<file path="config.mk">
export PLATFORM = sky130hd
export DESIGN_NAME = vga_sync_gen
export DESIGN_NICKNAME = d
export VERILOG_FILES = /design/src/rtl/vga_sync_gen.sv
export SDC_FILE = /design/constraint.sdc
export NUM_CORES = 1
export LEC_CHECK = 0
export CORE_AREA = 2 2 78 62
export DETAILED_ROUTE_END_ITERATION = 8
export DIE_AREA = 0 0 80 64
export GPL_TIMING_DRIVEN = 0
export HOLD_SLACK_MARGIN = 0.1
export PLACE_DENSITY = 0.72
export RECOVER_POWER = 50
export SYNTH_ARGS = -nofsm -noshare
export SYNTH_HDL_FRONTEND = slang
export SYNTH_SLANG_ARGS = --single-unit
</file>
<file path="constraint.sdc">
create_clock -name i_Clk -period 2.5 [get_ports i_Clk]
set_clock_uncertainty 0.15 [all_clocks]
set_input_delay 0.5 -clock i_Clk [delete_from_list [all_inputs] [get_ports i_Clk]]
set_output_delay 0.5 -clock i_Clk [all_outputs]
set_load 0.03 [all_outputs]
</file>
<file path="src/rtl/vga_sync_gen.sv">
// VGA raster timing generator: free-running column/row counters, sync pulses with porches,
// and a one-clock output stage that blanks caller-supplied colour so video and sync stay aligned.
module vga_sync_gen #(
    parameter int TOTAL_COLS      = 800,
    parameter int TOTAL_ROWS      = 525,
    parameter int ACTIVE_COLS     = 640,
    parameter int ACTIVE_ROWS     = 480,
    parameter int H_FRONT_PORCH   = 16,
    parameter int H_SYNC_PULSE    = 96,
    parameter int V_FRONT_PORCH   = 10,
    parameter int V_SYNC_PULSE    = 2,
    parameter bit SYNC_ACTIVE_LOW = 1'b1
) (
    input  logic       i_Clk,
    input  logic       i_Reset,
    input  logic [3:0] i_Red_Video,
    input  logic [3:0] i_Grn_Video,
    input  logic [3:0] i_Blu_Video,
    output logic [9:0] o_Col_Count,
    output logic [9:0] o_Row_Count,
    output logic       o_HSync,
    output logic       o_VSync,
    output logic       o_Active,
    output logic [3:0] o_Red_Video,
    output logic [3:0] o_Grn_Video,
    output logic [3:0] o_Blu_Video,
    output logic       o_Frame_Start,
    output logic [7:0] o_Frame_Count
);

    if (TOTAL_COLS < 1 || TOTAL_COLS > 1024 || TOTAL_ROWS < 1 || TOTAL_ROWS > 1024) begin : g_bad_total
        $fatal(1, "vga_sync_gen: TOTAL_COLS/TOTAL_ROWS must be 1..1024");
    end
    if (ACTIVE_COLS + H_FRONT_PORCH + H_SYNC_PULSE > TOTAL_COLS) begin : g_bad_h
        $fatal(1, "vga_sync_gen: horizontal porch + sync exceed blanking interval");
    end
    if (ACTIVE_ROWS + V_FRONT_PORCH + V_SYNC_PULSE > TOTAL_ROWS) begin : g_bad_v
        $fatal(1, "vga_sync_gen: vertical porch + sync exceed blanking interval");
    end

    // 11-bit boundaries so a sync pulse ending exactly at 1024 still compares correctly
    localparam logic [10:0] COL_LAST = 11'(TOTAL_COLS - 1);
    localparam logic [10:0] ROW_LAST = 11'(TOTAL_ROWS - 1);
    localparam logic [10:0] ACT_COLS = 11'(ACTIVE_COLS);
    localparam logic [10:0] ACT_ROWS = 11'(ACTIVE_ROWS);
    localparam logic [10:0] HS_START = 11'(ACTIVE_COLS + H_FRONT_PORCH);
    localparam logic [10:0] HS_END   = 11'(ACTIVE_COLS + H_FRONT_PORCH + H_SYNC_PULSE);
    localparam logic [10:0] VS_START = 11'(ACTIVE_ROWS + V_FRONT_PORCH);
    localparam logic [10:0] VS_END   = 11'(ACTIVE_ROWS + V_FRONT_PORCH + V_SYNC_PULSE);
    localparam logic        SYNC_OFF = SYNC_ACTIVE_LOW;
    localparam logic        SYNC_ON  = !SYNC_ACTIVE_LOW;

    function automatic logic sync_level(input logic on);
        return on ? SYNC_ON : SYNC_OFF;
    endfunction

    function automatic logic [3:0] blank_pixel(input logic [3:0] colour, input logic visible);
        return visible ? colour : 4'h0;
    endfunction

    logic [10:0] col_ext;
    logic [10:0] row_ext;
    logic        col_wrap;
    logic        row_wrap;
    logic        visible;
    logic        hs_on;
    logic        vs_on;
    logic        at_origin;

    always_comb begin
        col_ext   = {1'b0, o_Col_Count};
        row_ext   = {1'b0, o_Row_Count};
        col_wrap  = (col_ext == COL_LAST);
        row_wrap  = (row_ext == ROW_LAST);
        visible   = (col_ext < ACT_COLS) && (row_ext < ACT_ROWS);
        hs_on     = (col_ext >= HS_START) && (col_ext < HS_END);
        vs_on     = (row_ext >= VS_START) && (row_ext < VS_END);
        at_origin = (o_Col_Count == 10'd0) && (o_Row_Count == 10'd0);
    end

    // Stage p0: raster counters and completed-frame counter
    always_ff @(posedge i_Clk or posedge i_Reset) begin
        if (i_Reset) begin
            o_Col_Count   <= 10'd0;
            o_Row_Count   <= 10'd0;
            o_Frame_Count <= 8'd0;
        end else if (col_wrap) begin
            o_Col_Count <= 10'd0;
            if (row_wrap) begin
                o_Row_Count   <= 10'd0;
                o_Frame_Count <= o_Frame_Count + 8'd1;
            end else begin
                o_Row_Count <= o_Row_Count + 10'd1;
            end
        end else begin
            o_Col_Count <= o_Col_Count + 10'd1;
        end
    end

    logic       hsync_p1;
    logic       vsync_p1;
    logic       vld_p1;
    logic       frame_start_p1;
    logic [3:0] red_p1;
    logic [3:0] grn_p1;
    logic [3:0] blu_p1;

    // Stage p1: everything describing the pre-edge position, registered together
    always_ff @(posedge i_Clk or posedge i_Reset) begin
        if (i_Reset) begin
            hsync_p1       <= SYNC_OFF;
            vsync_p1       <= SYNC_OFF;
            vld_p1         <= 1'b0;
            frame_start_p1 <= 1'b0;
            red_p1         <= 4'h0;
            grn_p1         <= 4'h0;
            blu_p1         <= 4'h0;
        end else begin
            hsync_p1       <= sync_level(hs_on);
            vsync_p1       <= sync_level(vs_on);
            vld_p1         <= visible;
            frame_start_p1 <= at_origin;
            red_p1         <= blank_pixel(i_Red_Video, visible);
            grn_p1         <= blank_pixel(i_Grn_Video, visible);
            blu_p1         <= blank_pixel(i_Blu_Video, visible);
        end
    end

    assign o_HSync       = hsync_p1;
    assign o_VSync       = vsync_p1;
    assign o_Active      = vld_p1;
    assign o_Frame_Start = frame_start_p1;
    assign o_Red_Video   = red_p1;
    assign o_Grn_Video   = grn_p1;
    assign o_Blu_Video   = blu_p1;

endmodule

</file>
==> results of run 1 <==
timing repair:
action                                  4_1_cts  5_1_grt
setup buffers                                 0        2
pin swaps                                     0        0
endpoints found under the setup margin        1       10
gates resized for setup                       1        8
layer usage:
layer  vias up  share of wire  GRT usage
met3         2          0.067     0.0593
li1        729              -          -
met1       725           0.50      0.259
met2        58           0.42      0.235
met4         0         0.0077     0.0508
met5         -              0          0
critical path, cell delays in order, from the launching register on:
cell and delay, ps:
dfrtp_2 440, or4b_1 490, buf_2 180, or3_1 400, buf_4 200, nor4_2 310
xor2_1 160
synthesized netlist by cell type (all sizes together), types with 5 or more instances:
cell	number	share of area
nand2	6	0.012
nor2	12	0.023
ha	5	0.032
nand3	14	0.036
xnor2	8	0.036
and2	13	0.042
nor4	13	0.055
nand4	7	0.023
o21ai	6	0.016
inv	10	0.019
dfrtp	42	0.54
nor3	5	0.016
xor2	12	0.054
per-stage QoR:
step	setup slack (ps)	hold WS, ps	cells
final	98.1	311	297
after global routing	4.73	343	297
after CTS	45.0	329	295
after detailed placement	-4.99	312	287
after global placement	-34.0	308	287
after floorplan	31.7	479	173
flip-flops by register name, summed over array words and instances, names as in the netlist:
name,cells
o_Blu_Video,4
o_Active,1
o_Row_Count,10
o_HSync,1
o_Grn_Video,4
o_Frame_Start,1
o_Red_Video,4
o_VSync,1
o_Frame_Count,8
o_Col_Count,10
power by group:
part / total, W / switching, W / internal (W)
logic: 0.0000789 / 0.0000414 / 0.0000375
registers: 0.000723 / 0.00000211 / 0.000721
clock network: 0.000552 / 0.000251 / 0.000301
worst max path at each step:
| stage | end | slack (ps) | depth (start not counted) |
|---|---|---|---|
| floorplan | o_Frame_Count[1] | 30 | 5 |
| global placement | o_Frame_Count[6] | -30 | 2 |
| detailed placement | o_Frame_Count[1] | -5 | 5 |
| CTS | o_Row_Count[8] | 50 | 6 |
| global route | o_Frame_Count[7] | 5 | 6 |
| finish | o_Row_Count[8] | 100 | 6 |
cells by family after synthesis:
group,synth area share
and+or+nand+nor,0.238
DFF,0.571
xor gates and xnor gates,0.0906
buffers and inverters,0.0298
AOI/OAI and AO/OA,0.0330
adders and majority gates,0.0324
muxes,0.00582
layout make-up:
type	count	area, sq um
fillers	382	1580
flip-flops and latches	44	1110
clock inverters	3	46.3
inverters	10	37.5
multi-input cells	115	800
plain buffers	4	20.0
well taps	57	71.3
clock buffers	5	68.8
repair buffers	59	582
layout by cell type, fill, tap and decap left out, drive strengths merged, types with 2 or more instances in the layout:
cell           count
and3               2
and2              13
clkbuf             8
nor3               5
dlygate4sd3        2
nand2              6
ha                 5
or3                2
xnor2              8
nand3             14
inv               11
nor2              12
nand4              7
buf                3
clkdlybuf4s50     55
xor2              12
nor2b              3
nor4              13
dfrtp             42
o21ai              6
dfstp              2
==> impl_metrics.json, run 1 <==
{
  "status": "complete, no violations",
  "startpoint_type": "flip-flop",
  "ys_seq_elements": 44,
  "rsz0062_at_grt": "no",
  "reg2reg_slack_ps": 100,
  "insertedDiodeCount": 0,
  "crit_start": "o_Col_Count[7]",
  "power_density_nw_per_um2": 495,
  "cts_tree": "done",
  "r2r_start": "o_Col_Count[7]",
  "hold_violations": 0,
  "synth-async-reset-ratio": 1.00,
  "whs_path_depth": 1,
  "cts_buffers": 5,
  "dieArea_sq_um": 5120,
  "fin_crit_sh": 0.961,
  "die_w_microns": 80,
  "antenna_found_initial": 0,
  "p_leak_nw": 1.17,
  "min_from": "o_Col_Count[5]",
  "grt_max_degree": 45,
  "post_dp_cell_area_sq_um": 2570,
  "cts-hold-fix-buffers": 0,
  "fmax_mhz": 416,
  "gr-usage-all-layers": 0.173,
  "vdd_drop_max_mv": 0.357,
  "path_max_fanout": 10,
  "fin_nets": 258,
  "hp-class": "flip-flop to flip-flop",
  "insertion_delay_ps": 290,
  "worstPathArrival_ps": 2470,
  "core-area_sq_um": 4310,
  "grt_pass1_wl_mm": 6.84,
  "num_rows": 21,
  "synth_ff_type": "dfrtp_1",
  "ys_warn_count": 0,
  "power.total_w": 0.00135,
  "drive_above_1_share": 0.113,
  "clockBufferDepth": 2,
  "cts.sinks": 44,
  "reg2reg_depth": 6,
  "wl_per_cell_microns": 13.9,
  "worst_pin_slew_ps": 881,
  "post-route-util": 0.634,
  "num_vias": 1514,
  "synth_edf_count": 0,
  "ant_nets": 0,
  "start_util": 0.449,
  "finalSetupTns_ps": 0,
  "portBuffers": 57,
  "overflow": 0,
  "htree_levels": 2,
  "crit_type": "flip-flop to flip-flop",
  "rr_endpoint": "o_Row_Count[8]",
  "hpwl_mm": 2.93,
  "drt_first_pass_iters": 4,
  "syn_inst": 173,
  "area_delta_synth_final_pct": 41.4,
  "clkTransAtPathRegs_ps": 90,
  "syn_nets": 192,
  "gp_congestion": 0.823,
  "grt_pass1_vias": 1395,
  "initialDrtViolationCount": 114,
  "syn_area_sq_um": 1930,
  "finalCriticalPeriod_ps": 2400,
  "wl_mm": 4.14,
  "slew_violations": 0,
  "max_cap_viol_count": 0,
  "postSynthAreaPerCell_sq_um": 11.2,
  "finalInstanceArea_sq_um": 2730,
  "route.detailed.drc": 0,
  "end_kind": "flip-flop",
  "ctsRootBufferMaster": "clkbuf_8",
  "pin_count": 58,
  "setup_violations": 0,
  "vias_per_cell": 5.10,
  "die_y_microns": 64,
  "ys_types": 30,
  "critical_path_required_ps": 2570,
  "whs_endpoint": "o_Frame_Start",
  "max_slew_margin": 0.412,
  "ys_seq_area_frac": 0.571
}
(Power assumes the default switching activity.)
==> run 2: changes to the inputs <==
--- a/config.mk
+++ b/config.mk
@@ -5,6 +5,7 @@
 export SDC_FILE = /design/constraint.sdc
 export NUM_CORES = 1
 export LEC_CHECK = 0
+export CAP_MARGIN = 5
 export CORE_AREA = 2 2 78 62
 export DETAILED_ROUTE_END_ITERATION = 8
 export DIE_AREA = 0 0 80 64
==> results of run 2 <==
Same layout as run 1: the final DEF is identical, and so are final timing and power.
==> run 3: changes to the inputs <==
--- a/config.mk
+++ b/config.mk
@@ -6,12 +6,12 @@
 export NUM_CORES = 1
 export LEC_CHECK = 0
 export CAP_MARGIN = 5
-export CORE_AREA = 2 2 78 62
+export CORE_AREA = 2 2 83 65
 export DETAILED_ROUTE_END_ITERATION = 8
-export DIE_AREA = 0 0 80 64
+export DIE_AREA = 0 0 85 67
 export GPL_TIMING_DRIVEN = 0
 export HOLD_SLACK_MARGIN = 0.1
-export PLACE_DENSITY = 0.72
+export PLACE_DENSITY = 0.65
 export RECOVER_POWER = 50
 export SYNTH_ARGS = -nofsm -noshare
 export SYNTH_HDL_FRONTEND = slang
==> impl_metrics.json, run 3 (synthesized netlist as in run 1, its figures left out) <==
{
  "grt_pass1_wl_mm": 7.22,
  "antenna_found_initial": 0,
  "whs_path_depth": 1,
  "reg2reg_depth": 6,
  "drive_above_1_share": 0.112,
  "power.total_w": 0.00134,
  "r2r_start": "o_Col_Count[7]",
  "insertedDiodeCount": 0,
  "rr_endpoint": "o_Frame_Count[5]",
  "min_from": "o_Frame_Count[7]",
  "startpoint_type": "flip-flop",
  "cts_tree": "done",
  "core-area_sq_um": 4820,
  "path_max_fanout": 10,
  "fin_nets": 260,
  "die_y_microns": 67,
  "finalCriticalPeriod_ps": 2410,
  "vias_per_cell": 4.98,
  "area_delta_synth_final_pct": 42.2,
  "multiInputGateArea_sq_um": 802,
  "final_cell_mix": "clkdlybuf4s50_1, dfrtp_1, nand3_1, xor2_1, nor2_1",
  "gp_congestion": 0.794,
  "gr-usage-all-layers": 0.163,
  "start_util": 0.401,
  "n_fill_cell": 428,
  "dieArea_sq_um": 5700,
  "reg.largest.list": "o_Col_Count: 10 flops, o_Row_Count: 10 flops, o_Frame_Count: 8 flops",
  "met1_usage": 0.229,
  "hp-class": "flip-flop to flip-flop",
  "portBuffers": 57,
  "p_leak_nw": 1.20,
  "initialDrtViolationCount": 98,
  "grt_pass1_vias": 1472,
  "vdd_drop_max_mv": 0.370,
  "rsz0062_at_grt": "no",
  "worst_pin_slew_ps": 824,
  "max_stage_delay_ps": 490,
  "hpwl_mm": 3.03,
  "setup_violations": 0,
  "ant_nets": 0,
  "slew_violations": 0,
  "wl_mm": 4.26,
  "max_slew_margin": 0.451,
  "insertion_delay_ps": 290,
  "wl_per_cell_microns": 14.1,
  "route.detailed.drc": 0,
  "finalSetupTns_ps": 0,
  "seq_area_sq_um": 1110,
  "cts-hold-fix-buffers": 0,
  "critical_path_required_ps": 2570,
  "cp_cell_sequence": "or4b_1, buf_2, or3_1, buf_4, nor4_2, xor2_1",
  "end_kind": "flip-flop",
  "htree_levels": 2,
  "status": "complete, no violations",
  "die_w_microns": 85,
  "drt_first_pass_iters": 4,
  "use_met3": 0.0768,
  "worstPathArrival_ps": 2490,
  "cts_buffers": 5,
  "ctsRootBufferMaster": "clkbuf_8",
  "hold_violations": 0,
  "post-route-util": 0.571,
  "num_rows": 22,
  "power_density_nw_per_um2": 489,
  "max_cap_viol_count": 0,
  "cpMaxStageDelayCell": "or4b_1",
  "grt_util_met2": 0.226,
  "top_usage_layer": "met1",
  "grt_max_degree": 34,
  "layout_commonest_cell": "clkdlybuf4s50_1",
  "whs_endpoint": "o_Frame_Count[7]",
  "reg2reg_slack_ps": 90,
  "num_vias": 1504,
  "overflow": 0,
  "pin_count": 58,
  "clockBufferDepth": 2,
  "clkTransAtPathRegs_ps": 80,
  "crit_type": "flip-flop to flip-flop",
  "cts.sinks": 44,
  "fin_crit_sh": 0.966,
  "fmax_mhz": 414
}
==> run 3: through the flow <==
stage / cells / cell area (sq um) / worst slack (ps) / hold slack [ps]
after floorplan: 173 / 1930 / 31.7 / 479
after global placement: 290 / 2580 / -74.1 / 310
after detailed placement: 291 / 2600 / 2.69 / 318
after CTS: 299 / 2710 / -7.26 / 300
after global routing: 302 / 2750 / 30.0 / 354
final: 302 / 2750 / 86.0 / 325
==> run 3: worst max-delay path, delay by kind of cell, from the launching register on <==
| kind | cells | cell delay (ps) |
|---|---|---|
| XOR/XNOR | 1 | 170 |
| buffers and inverters | 2 | 390 |
| flip-flops | 1 | 450 |
| AND/OR/NAND/NOR | 3 | 1180 |
==> run 3: worst max path at each step <==
stage	start	end	slack (ps)	cells past startpoint
final	o_Col_Count[7]	o_Frame_Count[5]	90	6
after global routing	o_Col_Count[7]	o_Frame_Count[5]	30	6
after CTS	o_Col_Count[5]	o_Frame_Count[1]	-7	5
after detailed placement	o_Col_Count[5]	o_Frame_Count[1]	3	5
after global placement	i_Reset	o_Col_Count[9]	-70	2
after floorplan	o_Col_Count[5]	o_Frame_Count[1]	30	5
==> run 3: metal layers <==
metal	share of wire	vias up	routed length, microns
met2	0.41	61	1760
met1	0.46	711	1980
met3	0.12	4	495
li1	-	728	-
met4	0.0073	0	31
met5	0	-	0
==> run 3: layout make-up <==
type | instances | area share
Clock inverter | 3 | 0.0155
Inverter | 10 | 0.0137
Clock buffer | 5 | 0.0250
Buffer | 4 | 0.00728
Sequential cell | 44 | 0.403
Timing Repair Buffer | 61 | 0.216
Tap cell | 60 | 0.0273
Multi-Input combinational cell | 115 | 0.292
==> run 3: power by group <==
| part | switching, W | total, W | leakage, nW | internal, W |
|---|---|---|---|---|
| clock network | 0.000245 | 0.000541 | 0.0541 | 0.000296 |
| registers | 0.00000232 | 0.000723 | 0.556 | 0.000721 |
| logic | 0.0000422 | 0.0000798 | 0.589 | 0.0000376 |
| total | 0.000289 | 0.00134 | 1.20 | 0.00105 |
==> run 3: what timing repair did <==
action                                  in CTS  in global routing
endpoints found under the setup margin       1                  7
setup buffers                                0                  3
gates resized for setup                      0                  9
pin swaps                                    0                  1
